### config.mk
export PLATFORM = sky130hd
export DESIGN_NAME = flexka_recursion_sequencer
export DESIGN_NICKNAME = d
export VERILOG_FILES = /design/src/rtl/flexka_recursion_sequencer.sv
export SDC_FILE = /design/constraint.sdc
export NUM_CORES = 2
export LEC_CHECK = 0
export ABC_AREA = 0
export CORE_ASPECT_RATIO = 0.6
export CORE_MARGIN = 1.5
export CORE_UTILIZATION = 25
export DETAILED_ROUTE_END_ITERATION = 10
export GPL_TIMING_DRIVEN = 0
export PLACE_DENSITY_LB_ADDON = 0.3
export SYNTH_ARGS = -nofsm -noshare
export SYNTH_HDL_FRONTEND = slang
export SYNTH_SLANG_ARGS = --single-unit
### constraint.sdc
create_clock -name clk -period 50.4 [get_ports clk]
set_input_delay 5.04 -clock clk [delete_from_list [all_inputs] [get_ports clk]]
set_output_delay 5.04 -clock clk [all_outputs]
set_load 0.005 [all_outputs]
### src/rtl/flexka_recursion_sequencer.sv
// rtl/flexka_recursion_sequencer.sv - Karatsuba split-tree walker with internal frame stack
// Emits leaf commands over valid/ready plus push/pop strobes for external per-level size stacks.
module flexka_recursion_sequencer #(
   parameter int  SSIZE     = 32,
   parameter int  MAX_DEPTH = 16,
   parameter int  LEAF_SIZE = 4,
   localparam int DW        = $clog2(MAX_DEPTH + 1)
) (
   input  logic             clk,
   input  logic             rst,
   input  logic             start,
   input  logic [SSIZE-1:0] start_size_a,
   input  logic [SSIZE-1:0] start_size_b,
   output logic             busy,
   output logic             done,
   output logic             err_overflow,
   output logic             leaf_valid,
   input  logic             leaf_ready,
   output logic [SSIZE-1:0] leaf_size_a,
   output logic [SSIZE-1:0] leaf_size_b,
   output logic             push,
   output logic             pop,
   output logic [SSIZE-1:0] push_size_A2,
   output logic [SSIZE-1:0] push_size_B2,
   output logic [DW-1:0]    depth
);
   localparam int AW    = (MAX_DEPTH > 1) ? $clog2(MAX_DEPTH) : 1;
   localparam int SLOTS = 1 << AW;

   localparam logic [1:0] C_LOW  = 2'd0;
   localparam logic [1:0] C_HIGH = 2'd1;
   localparam logic [1:0] C_MID  = 2'd2;

   typedef enum logic [2:0] {S_IDLE, S_EVAL, S_LEAF, S_ASCEND, S_DONE} state_t;

   state_t           state_q, state_d;
   logic [SSIZE-1:0] cur_a_q, cur_a_d, cur_b_q, cur_b_d;
   logic [DW-1:0]    depth_q, depth_d;
   logic             err_q, err_d;

   logic [SSIZE-1:0] stk_a_q   [SLOTS];
   logic [SSIZE-1:0] stk_b_q   [SLOTS];
   logic [1:0]       stk_idx_q [SLOTS];

   logic             frm_we, idx_we;
   logic [1:0]       idx_wd;
   logic [AW-1:0]    top_ptr, push_ptr;

   function automatic logic [SSIZE-1:0] max2(input logic [SSIZE-1:0] x, input logic [SSIZE-1:0] y);
      return (x > y) ? x : y;
   endfunction

   // ceil(n/2) without forming n+1, so an all-ones size cannot wrap
   function automatic logic [SSIZE-1:0] half_up(input logic [SSIZE-1:0] n);
      return (n >> 1) + {{(SSIZE-1){1'b0}}, n[0]};
   endfunction

   function automatic logic [SSIZE-1:0] upper(input logic [SSIZE-1:0] x, input logic [SSIZE-1:0] h);
      return (x > h) ? x - h : '0;
   endfunction

   function automatic logic [SSIZE-1:0] lower(input logic [SSIZE-1:0] x, input logic [SSIZE-1:0] h);
      return (x < h) ? x : h;
   endfunction

   logic [SSIZE-1:0] cur_h, cur_a2, cur_b2, cur_la, cur_lb;
   logic             cur_is_leaf;
   logic [SSIZE-1:0] top_a, top_b, top_h, top_a2, top_b2, top_ma, top_mb;
   logic [1:0]       top_idx;

   assign top_ptr  = AW'(depth_q - DW'(1));
   assign push_ptr = AW'(depth_q);

   assign cur_h       = half_up(max2(cur_a_q, cur_b_q));
   assign cur_a2      = upper(cur_a_q, cur_h);
   assign cur_b2      = upper(cur_b_q, cur_h);
   assign cur_la      = lower(cur_a_q, cur_h);
   assign cur_lb      = lower(cur_b_q, cur_h);
   assign cur_is_leaf = max2(cur_a_q, cur_b_q) <= SSIZE'(LEAF_SIZE);

   // Children of the top frame are recomputed from its stored (a,b) instead of being stacked
   assign top_a   = stk_a_q[top_ptr];
   assign top_b   = stk_b_q[top_ptr];
   assign top_idx = stk_idx_q[top_ptr];
   assign top_h   = half_up(max2(top_a, top_b));
   assign top_a2  = upper(top_a, top_h);
   assign top_b2  = upper(top_b, top_h);
   assign top_ma  = (top_a2 != '0) ? top_h + SSIZE'(1) : lower(top_a, top_h);
   assign top_mb  = (top_b2 != '0) ? top_h + SSIZE'(1) : lower(top_b, top_h);

   always_comb begin
      state_d    = state_q;
      cur_a_d    = cur_a_q;
      cur_b_d    = cur_b_q;
      depth_d    = depth_q;
      err_d      = err_q;
      frm_we     = 1'b0;
      idx_we     = 1'b0;
      idx_wd     = C_LOW;
      push       = 1'b0;
      pop        = 1'b0;
      done       = 1'b0;
      leaf_valid = 1'b0;
      case (state_q)
         S_IDLE: begin
            if (start) begin
               cur_a_d = start_size_a;
               cur_b_d = start_size_b;
               err_d   = 1'b0;
               depth_d = '0;
               state_d = (start_size_a == '0 || start_size_b == '0) ? S_DONE : S_EVAL;
            end
         end
         S_EVAL: begin
            if (cur_is_leaf) begin
               state_d = S_LEAF;
            end else if (depth_q == DW'(MAX_DEPTH)) begin
               err_d   = 1'b1;
               state_d = S_DONE;
            end else begin
               push    = 1'b1;
               frm_we  = 1'b1;
               depth_d = depth_q + DW'(1);
               cur_a_d = cur_la;
               cur_b_d = cur_lb;
            end
         end
         S_LEAF: begin
            leaf_valid = 1'b1;
            if (leaf_ready) state_d = S_ASCEND;
         end
         S_ASCEND: begin
            if (depth_q == '0) begin
               state_d = S_DONE;
            end else if (top_idx == C_LOW && top_a2 != '0 && top_b2 != '0) begin
               idx_we  = 1'b1;
               idx_wd  = C_HIGH;
               cur_a_d = top_a2;
               cur_b_d = top_b2;
               state_d = S_EVAL;
            end else if (top_idx != C_MID) begin
               idx_we  = 1'b1;
               idx_wd  = C_MID;
               cur_a_d = top_ma;
               cur_b_d = top_mb;
               state_d = S_EVAL;
            end else begin
               pop     = 1'b1;
               depth_d = depth_q - DW'(1);
            end
         end
         S_DONE: begin
            done    = 1'b1;
            state_d = S_IDLE;
         end
         default: state_d = S_IDLE;
      endcase
   end

   always_ff @(posedge clk or posedge rst) begin
      if (rst) begin
         state_q <= S_IDLE;
         cur_a_q <= '0;
         cur_b_q <= '0;
         depth_q <= '0;
         err_q   <= 1'b0;
      end else begin
         state_q <= state_d;
         cur_a_q <= cur_a_d;
         cur_b_q <= cur_b_d;
         depth_q <= depth_d;
         err_q   <= err_d;
      end
   end

   // Stack contents are don't-care after reset, so the array carries no reset
   always_ff @(posedge clk) begin
      if (frm_we) begin
         stk_a_q[push_ptr]   <= cur_a_q;
         stk_b_q[push_ptr]   <= cur_b_q;
         stk_idx_q[push_ptr] <= C_LOW;
      end else if (idx_we) begin
         stk_idx_q[top_ptr] <= idx_wd;
      end
   end

   assign busy         = (state_q == S_EVAL) || (state_q == S_LEAF) || (state_q == S_ASCEND);
   assign err_overflow = err_q;
   assign depth        = depth_q;
   assign leaf_size_a  = leaf_valid ? cur_a_q : '0;
   assign leaf_size_b  = leaf_valid ? cur_b_q : '0;
   assign push_size_A2 = push ? cur_a2 : '0;
   assign push_size_B2 = push ? cur_b2 : '0;

endmodule

==> results.md <==
* DR top layer: met5
* DR WL met3 at 35.9 mm
* Starting density of the core at 25.2%
* Die Y at 381 um
* Mean Syn Cell Area at 13.3 um^2
* Post-Route WL at 281 mm
* Fin crit share at 62.2%
* Outcome: finished with violations
* Clock Skew at 61.6 ps
* Net Count, Synth at 4719
* Post-synthesis mux area share at 13.4%
* Mapped cell area at 59700 um^2
* Fill count at 24000
* Worst EP required at 51070 ps
* Post-CTS setup buffer count at 0
* Vias/cell at 5.61
* Violated checks: capacitance limit
* Largest net degree at the start of global routing at 43
* 1st-pass router iterations at 6
* Gr usage total at 22.6%
* Tightest Hold Check Type: flip-flop to flip-flop
* Initial DRC Count at 7696
* CTS Buf Count at 104
* RSZ-0062 raised after global routing: false
* Critical-path maximum fanout at 25
* Worst setup EP type: flip-flop
* GR Overflow Total at 0
* CTS Sinks at 1129
* Dpl hpwl at 213 mm
* Hold_sp: err_overflow
* Post-synth EDFFs at 1056
* Rel. slew slack at 0.0171%
* Crit path top cell by count: clkbuf_1
* Ratio of cells with drive above 1 in the final layout at 14.5%
* Clk_lat worst skew at 760 ps
* Worst-path clk slew at 70 ps
* Largest family of logic cells by synthesized area: multiplexers
* Cts repair resizes at 0
* H-tree levels at 3
* Slew @ Worst Pin at 1490 ps
* Vias in the first global route at 41400
* Post-Synth Adder-Cell Area at 4.17%
* Delay-heaviest family, CP: buffers and inverters
* I/O pin total at 207
* Simple-gate share of the synthesized area at 10.3%
* Fin Setup TNS at 0 ps
* CTS tree: yes
* Final hold violation count at 0
* Max_cap viols at 1
* Hold_buf cts at 0
* IO Port Bufs at 206
* #FFs+latches synth at 1129
* Ys flop type: edfxtp_1
* CP max-delay cell: xnor2_1
* Maximum clock rate at 31.9 MHz
* Cells after Synth at 4470
* # rows at 138
* Final #Nets at 5075
* Drt wl/cell at 34.9 um
* Fraction of registers with async set/reset at 6.47%
* Compound-cell area share of the yosys netlist at 9.93%
* Die ar. at 242000 um^2
* RePlAce Congestion at 1.01
* Synth cell types at 115
* CORE AREA at 237000 um^2
* Clock Path Buffers at 3
* First-pass GRT wire length at 373 mm
* Fin crit period at 31370 ps
* Layout area overhead at 17.3%
* Hold Path Stages at 2
* Reg-to-reg critical path endpoint: cur_b_q[4]
* Die W at 634 um
* Worst r2r src: depth[0]
* Worst hold endpoint: err_overflow
* Cells on worst reg2reg path at 70
* Crit Path Class: flip-flop to flip-flop
* Root buf cell: clkbuf_16
* Met2 WL at 108 mm
* Final Max Tran Viols at 0
* Setup-failing EPs final at 0
* WL met1 at 129 mm
* Post-route ant nets at 0
* Internal reg-to-reg setup slack at 19030 ps
* Ys Warns at 0
* Startpoint Class: flip-flop
* Initial antenna violation count at 13
* DR vias at 45200
* Max incr delay on CP at 970 ps
* Post-synthesis sequential area ratio at 56.2%
* Buf+Inv Stages, Crit Path at 36
* DRC viols at 0
* Xor/xnor share of the synthesized area at 3.05%
* Critical Path AT at 32040 ps
## cell type report
class                           instances  area (um^2)  share of cell area [%]
Clock inverter                         65          696                   0.995
Inverter                              175          659                   0.943
Tap cell                             3150         3940                    5.63
Multi-Input combinational cell       2944        24400                    34.9
Clock buffer                          126         2710                    3.87
Timing Repair Buffer                  250         2840                    4.06
Antenna cell                            7         17.5                  0.0250
Buffer                                222         1110                    1.58
Sequential cell                      1129        33500                    48.0
## how the worst max path moves through the flow
stage / startpoint / to / slack, ps / depth (start not counted)
2_1_floorplan: depth[0] / cur_b_q[27] / 32140 / 69
5_1_grt: depth[0] / cur_b_q[4] / 18060 / 70
4_1_cts: depth[0] / cur_a_q[31] / 19940 / 67
6_report: depth[0] / cur_b_q[4] / 19030 / 70
3_3_place_gp: depth[0] / cur_a_q[31] / 19900 / 66
3_5_place_dp: depth[0] / cur_a_q[31] / 20060 / 67
## flip-flops by register name (all words and copies together) (netlist names)
name,count
stk_a_q,512
stk_b_q,512
cur_a_q,32
cur_b_q,32
stk_idx_q,32
depth,5
state_q,3
err_overflow,1
## layer usage
layer  vias up  global-route usage [%]
met5         -                   0.317
met4         8                    6.00
met3       342                    7.13
met2      2896                    29.4
met1     23700                    35.2
li1      18300                       -
## tightest hold or removal path: stages (launching register included)
cell	delay, ps
dfrtp_1	370
a21oi_1	50
a21oi_1	110
## metrics by stage
| stage | area [um^2] | worst slack, ps | hold slack (ps) | std cells | util [%] |
|---|---|---|---|---|---|
| after CTS | 69900 | 19940 | 592 | 8060 | 29.6 |
| after floorplan | 59700 | 32140 | 514 | 4470 | - |
| after detailed placement | 66500 | 20060 | 572 | 7869 | 28.1 |
| after global placement | 65700 | 19900 | 579 | 7826 | 27.8 |
| final | 69900 | 19030 | 576 | 8068 | 29.6 |
| after global routing | 69900 | 18060 | 617 | 8061 | 29.6 |
## Yosys cell counts (14+ instances only)
master	instances	area, um^2
edfxtp_1	1056	31700
nor2_1	366	1370
mux4_2	310	6980
nand2_1	281	1050
a21oi_1	240	1200
ha_1	177	2210
inv_1	167	627
o21ai_0	145	726
clkbuf_1	127	477
xnor2_1	122	1070
nand3_1	113	566
nor3_1	102	510
mux2i_1	77	771
nand4_1	75	469
dfrtp_1	73	1830
and2_1	67	419
xor2_1	64	561
nor4_1	62	388
a21o_1	57	428
a31oi_1	53	332
and3_1	45	282
buf_2	42	210
a211oi_1	39	293
o211ai_1	38	285
o21ai_1	32	160
a21boi_0	20	150
a221oi_1	20	175
mux2_2	20	225
nor2b_1	20	125
o21a_1	20	150
buf_4	19	143
nand2b_1	19	119
buf_6	18	203
maj3_1	18	180
or3_1	18	113
a211o_1	17	149
o31ai_1	17	128
buf_1	15	56.3
o22ai_1	15	93.8
or2_2	15	93.8
nor3b_1	14	105
or4_1	14	105
## cell families (layout without fill, tap and decap cells)
family	after synthesis	count (layout)
compound gates	888	888
mux	409	409
simple gates	1252	1252
buf+inv	397	838
flops	1129	1129
other cells	0	7
fa+ha+maj	200	200
xor+xnor	195	195
## cells in the final DEF, fill, tap and decap left out, types with 76 or more instances in the layout
cell / synthesis / final
nand2_1: 281 / 281
xnor2_1: 122 / 122
clkbuf_1: 127 / 145
mux2i_1: 77 / 76
mux4_2: 310 / 310
inv_1: 167 / 166
clkdlybuf4s50_1: 0 / 206
ha_1: 177 / 177
nor2_1: 366 / 366
nand3_1: 113 / 113
nor3_1: 102 / 102
clkbuf_16: 0 / 105
o21ai_0: 145 / 145
edfxtp_1: 1056 / 1056
a21oi_1: 240 / 240
Power is not shown: default switching activity piles up to over one toggle a cycle in this logic, so the estimate is an artifact.
